$ cat config.mk
export PLATFORM = sky130hd
export DESIGN_NAME = dma_rd_sched_flat
export DESIGN_NICKNAME = d
export VERILOG_FILES = /design/src/rtl/dma_pkg.sv /design/src/rtl/dma_rd_sched_if.sv /design/src/rtl/rr_arbiter.sv /design/src/rtl/dma_rd_sched.sv /design/src/flat_wrapper.sv
export SDC_FILE = /design/constraint.sdc
export NUM_CORES = 1
export LEC_CHECK = 0
export ABC_AREA = 1
export CORE_AREA = 2 2 123 125
export DETAILED_ROUTE_END_ITERATION = 10
export DIE_AREA = 0 0 125 127
export PLACE_DENSITY = 0.71
export SETUP_SLACK_MARGIN = 0.2
export SYNTH_ARGS = -nofsm -noshare
export SYNTH_HDL_FRONTEND = slang
export SYNTH_SLANG_ARGS = --single-unit
export TNS_END_PERCENT = 100
$ cat constraint.sdc
create_clock -name clk -period 3.15 [get_ports clk]
set_clock_uncertainty 0.05 [all_clocks]
set_input_delay 0.4725 -clock clk [delete_from_list [all_inputs] [get_ports clk]]
set_output_delay 0.4725 -clock clk [all_outputs]
set_load 0.02 [all_outputs]
$ cat src/rtl/dma_pkg.sv
// Definitions shared by the read-DMA scheduler and the AXI read DMA engine.
package dma_pkg;

    localparam int unsigned DMA_BITS_TRANS   = 18;
    localparam int unsigned DMA_AXI_WIDTH_AD = 32;
    localparam int unsigned DMA_AXI_WIDTH_DA = 32;
    localparam int unsigned DMA_GUARD_CNT_W  = 4;

    typedef enum logic [2:0] {
        ST_IDLE  = 3'd0,
        ST_START = 3'd1,
        ST_BUSY  = 3'd2,
        ST_ZERO  = 3'd3,
        ST_GUARD = 3'd4
    } dma_state_e;

endpackage

$ cat src/rtl/dma_rd_sched_if.sv
// Command/return channel between the read scheduler (master) and the AXI read DMA engine (slave).
interface dma_rd_sched_if #(
    parameter int unsigned BITS_TRANS   = dma_pkg::DMA_BITS_TRANS,
    parameter int unsigned AXI_WIDTH_AD = dma_pkg::DMA_AXI_WIDTH_AD,
    parameter int unsigned AXI_WIDTH_DA = dma_pkg::DMA_AXI_WIDTH_DA
) ();

    logic                    dma_start;
    logic [BITS_TRANS-1:0]   dma_num_trans;
    logic [AXI_WIDTH_AD-1:0] dma_start_addr;
    logic [AXI_WIDTH_DA-1:0] dma_data;
    logic                    dma_data_vld;
    logic [BITS_TRANS-1:0]   dma_data_cnt;
    logic                    dma_done;

    modport master (
        output dma_start, dma_num_trans, dma_start_addr,
        input  dma_data, dma_data_vld, dma_data_cnt, dma_done
    );

    modport slave (
        input  dma_start, dma_num_trans, dma_start_addr,
        output dma_data, dma_data_vld, dma_data_cnt, dma_done
    );

endinterface

$ cat src/rtl/rr_arbiter.sv
// Combinational round-robin pick: first valid requester at or above ptr_i, wrapping.
module rr_arbiter #(
    parameter int unsigned N = 3
) (
    input  logic [N-1:0]         valid_i,
    input  logic [$clog2(N)-1:0] ptr_i,
    output logic [N-1:0]         gnt_o,
    output logic [$clog2(N)-1:0] idx_o,
    output logic                 any_o
);

    localparam int unsigned IW = $clog2(N);

    always_comb begin
        int          j;
        logic [IW-1:0] jj;
        logic        found;
        logic [N-1:0]  gnt;
        logic [IW-1:0] idx;
        j     = 0;
        jj    = '0;
        found = 1'b0;
        gnt   = '0;
        idx   = '0;
        for (int k = 0; k < int'(N); k++) begin
            j = int'(ptr_i) + k;
            if (j >= int'(N)) begin
                j = j - int'(N);
            end
            jj = IW'(j);
            if (!found && valid_i[jj]) begin
                found   = 1'b1;
                gnt[jj] = 1'b1;
                idx     = jj;
            end
        end
        gnt_o = gnt;
        idx_o = idx;
        any_o = found;
    end

endmodule

$ cat src/rtl/dma_rd_sched.sv
// Round-robin scheduler sharing one AXI read DMA engine among NUM_REQ loaders.
module dma_rd_sched #(
    parameter int unsigned NUM_REQ      = 3,
    parameter int unsigned BITS_TRANS   = dma_pkg::DMA_BITS_TRANS,
    parameter int unsigned AXI_WIDTH_AD = dma_pkg::DMA_AXI_WIDTH_AD,
    parameter int unsigned AXI_WIDTH_DA = dma_pkg::DMA_AXI_WIDTH_DA,
    parameter int unsigned GUARD_CYC    = 4
) (
    input  logic                            clk,
    input  logic                            rstn,
    input  logic [NUM_REQ-1:0]              req_valid_i,
    output logic [NUM_REQ-1:0]              req_ready_o,
    input  logic [NUM_REQ*AXI_WIDTH_AD-1:0] req_addr_i,
    input  logic [NUM_REQ*BITS_TRANS-1:0]   req_num_i,
    output logic [AXI_WIDTH_DA-1:0]         rd_data_o,
    output logic [NUM_REQ-1:0]              rd_vld_o,
    output logic [BITS_TRANS-1:0]           rd_cnt_o,
    output logic [NUM_REQ-1:0]              rd_done_o,
    output logic                            busy_o,
    dma_rd_sched_if.master                  dma
);

    import dma_pkg::*;

    localparam int unsigned IDX_W  = $clog2(NUM_REQ);
    localparam int unsigned GCNT_W = DMA_GUARD_CNT_W;

    dma_state_e              state_q, state_d;
    logic [IDX_W-1:0]        ptr_q, ptr_d;
    logic [IDX_W-1:0]        gidx_q, gidx_d;
    logic [AXI_WIDTH_AD-1:0] addr_q, addr_d;
    logic [BITS_TRANS-1:0]   num_q, num_d;
    logic [GCNT_W-1:0]       gcnt_q, gcnt_d;
    logic                    start_q, start_d;
    logic                    busy_q, busy_d;
    logic                    zdone_q, zdone_d;

    logic [NUM_REQ-1:0]      arb_gnt;
    logic [IDX_W-1:0]        arb_idx;
    logic                    arb_any;
    logic [AXI_WIDTH_AD-1:0] sel_addr;
    logic [BITS_TRANS-1:0]   sel_num;
    logic                    in_busy;
    logic [NUM_REQ-1:0]      gnt_oh;

    rr_arbiter #(.N(NUM_REQ)) u_arb (
        .valid_i (req_valid_i),
        .ptr_i   (ptr_q),
        .gnt_o   (arb_gnt),
        .idx_o   (arb_idx),
        .any_o   (arb_any)
    );

    assign sel_addr = req_addr_i[int'(arb_idx)*AXI_WIDTH_AD +: AXI_WIDTH_AD];
    assign sel_num  = req_num_i[int'(arb_idx)*BITS_TRANS +: BITS_TRANS];

    // Next-state and descriptor capture
    always_comb begin
        state_d = state_q;
        ptr_d   = ptr_q;
        gidx_d  = gidx_q;
        addr_d  = addr_q;
        num_d   = num_q;
        gcnt_d  = gcnt_q;
        start_d = 1'b0;
        zdone_d = 1'b0;
        unique case (state_q)
            ST_IDLE: begin
                if (arb_any) begin
                    gidx_d = arb_idx;
                    addr_d = sel_addr & ~AXI_WIDTH_AD'(3);
                    num_d  = sel_num;
                    ptr_d  = (arb_idx == IDX_W'(NUM_REQ - 1)) ? '0 : arb_idx + IDX_W'(1);
                    if (sel_num == '0) begin
                        state_d = ST_ZERO;
                        zdone_d = 1'b1;
                    end else begin
                        state_d = ST_START;
                        start_d = 1'b1;
                    end
                end
            end
            ST_START: state_d = ST_BUSY;
            ST_BUSY: begin
                if (dma.dma_done) begin
                    state_d = ST_GUARD;
                    gcnt_d  = GCNT_W'(GUARD_CYC - 1);
                end
            end
            ST_ZERO: state_d = ST_IDLE;
            ST_GUARD: begin
                if (gcnt_q == '0) begin
                    state_d = ST_IDLE;
                end else begin
                    gcnt_d = gcnt_q - GCNT_W'(1);
                end
            end
            default: state_d = ST_IDLE;
        endcase
        busy_d = (state_d != ST_IDLE);
    end

    always_ff @(posedge clk or negedge rstn) begin
        if (!rstn) begin
            state_q <= ST_IDLE;
            ptr_q   <= '0;
            gidx_q  <= '0;
            addr_q  <= '0;
            num_q   <= '0;
            gcnt_q  <= '0;
            start_q <= 1'b0;
            busy_q  <= 1'b0;
            zdone_q <= 1'b0;
        end else begin
            state_q <= state_d;
            ptr_q   <= ptr_d;
            gidx_q  <= gidx_d;
            addr_q  <= addr_d;
            num_q   <= num_d;
            gcnt_q  <= gcnt_d;
            start_q <= start_d;
            busy_q  <= busy_d;
            zdone_q <= zdone_d;
        end
    end

    // Return path is a zero-latency pass-through, steered to the granted requester in BUSY only
    assign in_busy     = (state_q == ST_BUSY);
    assign gnt_oh      = NUM_REQ'(1) << gidx_q;
    assign req_ready_o = (state_q == ST_IDLE) ? arb_gnt : '0;
    assign rd_vld_o    = (in_busy && dma.dma_data_vld) ? gnt_oh : '0;
    assign rd_done_o   = ((in_busy && dma.dma_done) || zdone_q) ? gnt_oh : '0;
    assign rd_data_o   = in_busy ? dma.dma_data : '0;
    assign rd_cnt_o    = in_busy ? dma.dma_data_cnt : '0;
    assign busy_o      = busy_q;

    assign dma.dma_start      = start_q;
    assign dma.dma_num_trans  = num_q;
    assign dma.dma_start_addr = addr_q;

endmodule

$ cat src/flat_wrapper.sv
// flat-port wrapper written by rule: the top's interface ports become plain ports
module dma_rd_sched_flat import dma_pkg::*;
#(
    parameter int unsigned NUM_REQ      = 3,
    parameter int unsigned BITS_TRANS   = dma_pkg::DMA_BITS_TRANS,
    parameter int unsigned AXI_WIDTH_AD = dma_pkg::DMA_AXI_WIDTH_AD,
    parameter int unsigned AXI_WIDTH_DA = dma_pkg::DMA_AXI_WIDTH_DA,
    parameter int unsigned GUARD_CYC    = 4
)
  (clk, rstn, req_valid_i, req_ready_o, req_addr_i, req_num_i, rd_data_o, rd_vld_o, rd_cnt_o, rd_done_o, busy_o, dma_dma_start, dma_dma_num_trans, dma_dma_start_addr, dma_dma_data, dma_dma_data_vld, dma_dma_data_cnt, dma_dma_done);
  dma_rd_sched_if #(.BITS_TRANS(BITS_TRANS), .AXI_WIDTH_AD(AXI_WIDTH_AD), .AXI_WIDTH_DA(AXI_WIDTH_DA)) dma_i ();
  input  logic clk;
  input  logic rstn;
  input  logic [NUM_REQ-1:0] req_valid_i;
  output logic [NUM_REQ-1:0] req_ready_o;
  input  logic [NUM_REQ*AXI_WIDTH_AD-1:0] req_addr_i;
  input  logic [NUM_REQ*BITS_TRANS-1:0] req_num_i;
  output logic [AXI_WIDTH_DA-1:0] rd_data_o;
  output logic [NUM_REQ-1:0] rd_vld_o;
  output logic [BITS_TRANS-1:0] rd_cnt_o;
  output logic [NUM_REQ-1:0] rd_done_o;
  output logic busy_o;
  output wire logic [$bits(dma_i.dma_start)-1:0] dma_dma_start;
  output wire logic [$bits(dma_i.dma_num_trans)-1:0] dma_dma_num_trans;
  output wire logic [$bits(dma_i.dma_start_addr)-1:0] dma_dma_start_addr;
  input wire logic [$bits(dma_i.dma_data)-1:0] dma_dma_data;
  input wire logic [$bits(dma_i.dma_data_vld)-1:0] dma_dma_data_vld;
  input wire logic [$bits(dma_i.dma_data_cnt)-1:0] dma_dma_data_cnt;
  input wire logic [$bits(dma_i.dma_done)-1:0] dma_dma_done;
  assign dma_dma_start = dma_i.dma_start;
  assign dma_dma_num_trans = dma_i.dma_num_trans;
  assign dma_dma_start_addr = dma_i.dma_start_addr;
  assign dma_i.dma_data = dma_dma_data;
  assign dma_i.dma_data_vld = dma_dma_data_vld;
  assign dma_i.dma_data_cnt = dma_dma_data_cnt;
  assign dma_i.dma_done = dma_dma_done;
  dma_rd_sched #(.NUM_REQ(NUM_REQ), .BITS_TRANS(BITS_TRANS), .AXI_WIDTH_AD(AXI_WIDTH_AD), .AXI_WIDTH_DA(AXI_WIDTH_DA), .GUARD_CYC(GUARD_CYC)) u_core (.clk(clk), .rstn(rstn), .req_valid_i(req_valid_i), .req_ready_o(req_ready_o), .req_addr_i(req_addr_i), .req_num_i(req_num_i), .rd_data_o(rd_data_o), .rd_vld_o(rd_vld_o), .rd_cnt_o(rd_cnt_o), .rd_done_o(rd_done_o), .busy_o(busy_o), .dma(dma_i));
endmodule
==> flow_results.org <==
** Outcome
- The run finished with clean final reports.

** Cells and area
- Sequential Area :: about 1600 µm²
- The net count of the finished layout is 1,143.
- Layout Area Growth over Synthesis :: 82.7%
- Multi-input gate area in the final layout :: 2230 µm²
- Layout cells sized above 1 :: 0.0834
- Layout filler cell count :: about 1,400
- The finished cells cover approximately 7900 µm².

** Global routing
- Met2 global-route usage :: 0.379
- The first global-routing pass estimated approximately 27 mm of wire.
- Entering global routing, the biggest net connects 52 pins.
- Met1 Use GR :: 0.253
- Global routing finished with a remaining overflow of 0.
- In the global route stage, overall resource usage came out at 0.213.
- The number of global-route vias before repair is 5,050.
- The layer flagged by global routing as most heavily used is met2.
- Met3 usage in global routing :: 0.0482
- The number of antenna violations at the first check in global routing is 1.

** Synth
- Post-synth EDFFs :: 0
- In the synthesized netlist the dominant register cell turns out to be dfrtp_1.
- Compound-gate portion of the synthesized area :: 0.146
- The portion of synthesized area spent on multiplexers is 0.00464.
- Adder and majority cell fraction of the synthesized area :: 0.0174
- Sequential cell area fraction in the yosys report :: 0.360
- Synth top area share :: 0.360
- During synthesis, Yosys emitted a total of 0 warnings.
- After synthesis, the share of flip-flops with an asynchronous set or reset is 1.00.
- Synthesis-stage register bit count :: just over 60
- Cell area after synthesis :: between 4000 and 5000 µm²
- A synthesized cell averages between 6 and 7 µm².
- Number of standard cells after synthesis :: approximately 630
- Number of distinct library cells after synthesis :: 38
- Share of synthesized cell area in and, or, nand and nor gates :: 0.338
- Cell types with the largest area share after synthesis :: dfrtp_1 36%, nand2_1 12%, nor2_1 8.8%
- Largest family of logic cells by synthesized area :: simple AND/OR/NAND/NOR gates
- Of the total synthesized cell area, the portion taken by XOR and XNOR cells is 0.
- Summed over all instances, the cell type with the most area after synthesis is dfrtp_1.

** Routing
- The detail route stage leaves a number of antenna-violating nets equal to 0.
- First-pass detailed-route iteration total :: 5
- After detailed routing, the average wire length per cell comes to approximately 16 µm.
- The routed layout has 5,267 vias.
- In this run, the number of DRC markers left after iteration 0 of detailed routing was 241.
- In the routed layout, each cell is associated on average with a via count of 4.70.
- Summed over all layers, the routed wires come to roughly 18 mm.
- Number of remaining DRC errors :: 0

** Critical path
- STA puts the critical path data arrival time at 2250 ps.
- The critical path starts at u_core.ptr_q[0]$_DFFE_PN0P_.
- Reg-to-reg startpoint :: u_core.ptr_q[0]$_DFFE_PN0P_
- The worst setup path is captured at an output pin.
- Worst Setup Path Type :: flop to output pin
- The most critical setup path has its endpoint at req_ready_o[2].
- The setup check on the worst reg-to-reg path leaves a slack of 500 ps.
- Data on the critical path is required at its endpoint by 2630 ps.
- Cell count of the worst reg-to-reg path :: 16
- Startpoint class of the critical path :: flop
- The endpoint identified for the worst register-to-register timing path is u_core.busy_o$_DFF_PN0_.
- Largest driver fanout on the critical path :: 4

** Timing
- Sum Neg Setup Slack :: 0 ps
- Final period util :: 0.879
- Setup repair after global routing left no endpoint under its margin.
- Peak Freq :: around 360 MHz
- The final count of pins violating max slew is 0.
- Rel. slew slack :: 0.652
- The smallest clock period supported by the final layout is computed as roughly 2800 ps.
- Number of endpoints failing setup at the final stage :: 0
- The count of final hold-check violations is 0.
- For the pin with the worst max-slew slack, the measured transition is ~520 ps.

** Pwr
- The analysis attributes to cell leakage a power of ~0.0036 µW.
- The worst-case IR drop observed on VDD is 541 µV.
- Power density relative to cell area :: around 1000 nW/µm²

** Clock network
- Max Root-Sink Buffers :: 2
- TritonCTS built the clock tree.
- Worst-Skew Late Latency :: roughly 320 ps
- Number of buffers created by CTS :: 9
- The tree is rooted in a clkbuf_16.
- Clock Sinks :: 62
- H-tree level count :: 3
- Clock-pin slew was measured on the worst setup and hold paths at approximately 60 ps.

** Placement
- Global placement routability congestion :: approximately 0.86
- The placed instances occupy a cell area of around 7500 µm².
- During placement, the flow inserted port buffers numbering about 310.
- Once detailed placement completed, the half-perimeter wirelength came to between 10 and 15 mm.

** Floorplan
- The initial utilization of the core area, before any placement, comes to 0.299.
- Core box area :: 14,400 µm²
- In this run the core area contains between 40 and 50 standard-cell rows.
- From bottom edge to top edge, the die measures roughly 130 µm.
- approximately 320 I/O pins were placed.
- Die Span X :: ~130 µm
- The floorplan step defined a die boundary enclosing between 15,000 and 20,000 µm².

** Min path
- The tightest min-delay check is of the input pin to asynchronous set/reset pin type.

** Run
- Max-cap violations in this run came to 0.
## registers in the layout, summed over array words and instances (netlist names)
name	flops
u_core.dma.dma_start	1
u_core.zdone_q	1
u_core.state_q	3
u_core.gidx_q	2
u_core.dma.dma_start_addr	30
u_core.busy_o	1
u_core.dma.dma_num_trans	18
u_core.ptr_q	2
u_core.gcnt_q	4
## synth_stat cells (2+ instances only)
cell and count:
buf_6 5, mux2i_1 2, o311ai_1 23, clkbuf_1 16, nand2_2 17, nand3_1 41, nand3b_1 3, nand3_2 7
o21ai_0 47, nand2_4 2, buf_4 4, clkinv_1 2, ha_1 6, a31oi_1 6, nor2_2 4, buf_2 10
inv_1 86, nor3_1 9, nand2_1 143, a21oi_1 9, buf_1 2, nor2_1 101, dfrtp_1 62, o311ai_0 7
inv_2 4
## placed cells by master, fill, tap and decap left out, types with 2 or more instances in the layout
| cell | instances |
|---|---|
| mux2i_1 | 2 |
| a21oi_1 | 9 |
| nand3_2 | 7 |
| inv_2 | 4 |
| nor2_2 | 6 |
| o311ai_1 | 23 |
| nor2_1 | 99 |
| nand3b_1 | 3 |
| nand2_4 | 2 |
| ha_1 | 4 |
| clkdlybuf4s50_1 | 302 |
| clkinv_1 | 2 |
| a31oi_1 | 6 |
| nand2_1 | 143 |
| inv_1 | 85 |
| o311ai_0 | 7 |
| clkbuf_16 | 9 |
| dlygate4sd2_1 | 4 |
| conb_1 | 2 |
| ha_2 | 2 |
| nand2_2 | 17 |
| buf_4 | 10 |
| inv_4 | 2 |
| dfrtp_1 | 62 |
| buf_6 | 3 |
| o21ai_0 | 47 |
| clkinv_2 | 3 |
| nand3_1 | 41 |
| nor3_1 | 8 |
## per-layer routing
layer / share of wire / wire length, µm
met1: 0.39 / 6940
met2: 0.51 / 8980
met3: 0.067 / 1170
met4: 0.029 / 505
met5: 0 / 0
## kinds of logic after synthesis
family | count (synthesis)
simple gates | 331
buf+inv | 131
compound gates | 98
flops | 62
fa+ha+maj | 6
mux | 2
other cells | 1
## stage by stage
step / hold WS [ps] / worst slack (ps) / utilization / total power (µW) / instances
after floorplan: 127 / 796 / - / 5200 / 632
after global placement: 230 / 199 / 0.521 / 7140 / 1099
after detailed placement: 238 / 147 / 0.521 / 7220 / 1099
after CTS: 420 / 287 / 0.542 / 8240 / 1116
after global routing: 436 / 204 / 0.546 / 8960 / 1120
final: 430 / 380 / 0.546 / 8230 / 1120
## worst min-delay path by stage
stage	endpoint	slack, ps	cells past startpoint
6_report	u_core.dma.dma_start_addr[2]$_DFFE_PN0P_	430	2
5_1_grt	u_core.dma.dma_start_addr[2]$_DFFE_PN0P_	440	2
3_3_place_gp	u_core.dma.dma_start_addr[5]$_DFFE_PN0P_	230	1
4_1_cts	u_core.dma.dma_start_addr[2]$_DFFE_PN0P_	420	2
3_5_place_dp	u_core.dma.dma_start_addr[2]$_DFFE_PN0P_	240	1
2_1_floorplan	u_core.busy_o$_DFF_PN0_	130	0
## timing repair
item,in CTS,in global routing
setup buffers,0,2
cloned,0,1
hold endpoints to repair,2,0
setup endpoints to repair,7,39
hold buffers,1,0
resized for setup,7,13
pin swaps,0,2
## critical path: stages (launching register included)
cell	delay, ps
dfrtp_1	410
inv_2	90
ha_2	300
inv_1	180
nand3_2	120
nand2_2	130
nand4_2	120
a21oi_1	230
clkdlybuf4s15_1	330
## power by group
group          internal (µW)  total [µW]  switching [µW]
Clock                    631        1000             372
Sequential              1230        1440             218
Combinational           2250        5790            3540
Total                   4100        8230            4130
## cell type report
class                           instances  share of cell area
Sequential cell                        62               0.197
Timing Repair Buffer                  324               0.408
Multi-Input combinational cell        440               0.283
Inverter                               93              0.0449
Tap cell                              184              0.0292
Antenna cell                            1            0.000317
Clock inverter                          6             0.00778
Clock buffer                           10              0.0303
Power figures use the tool's default switching activity.
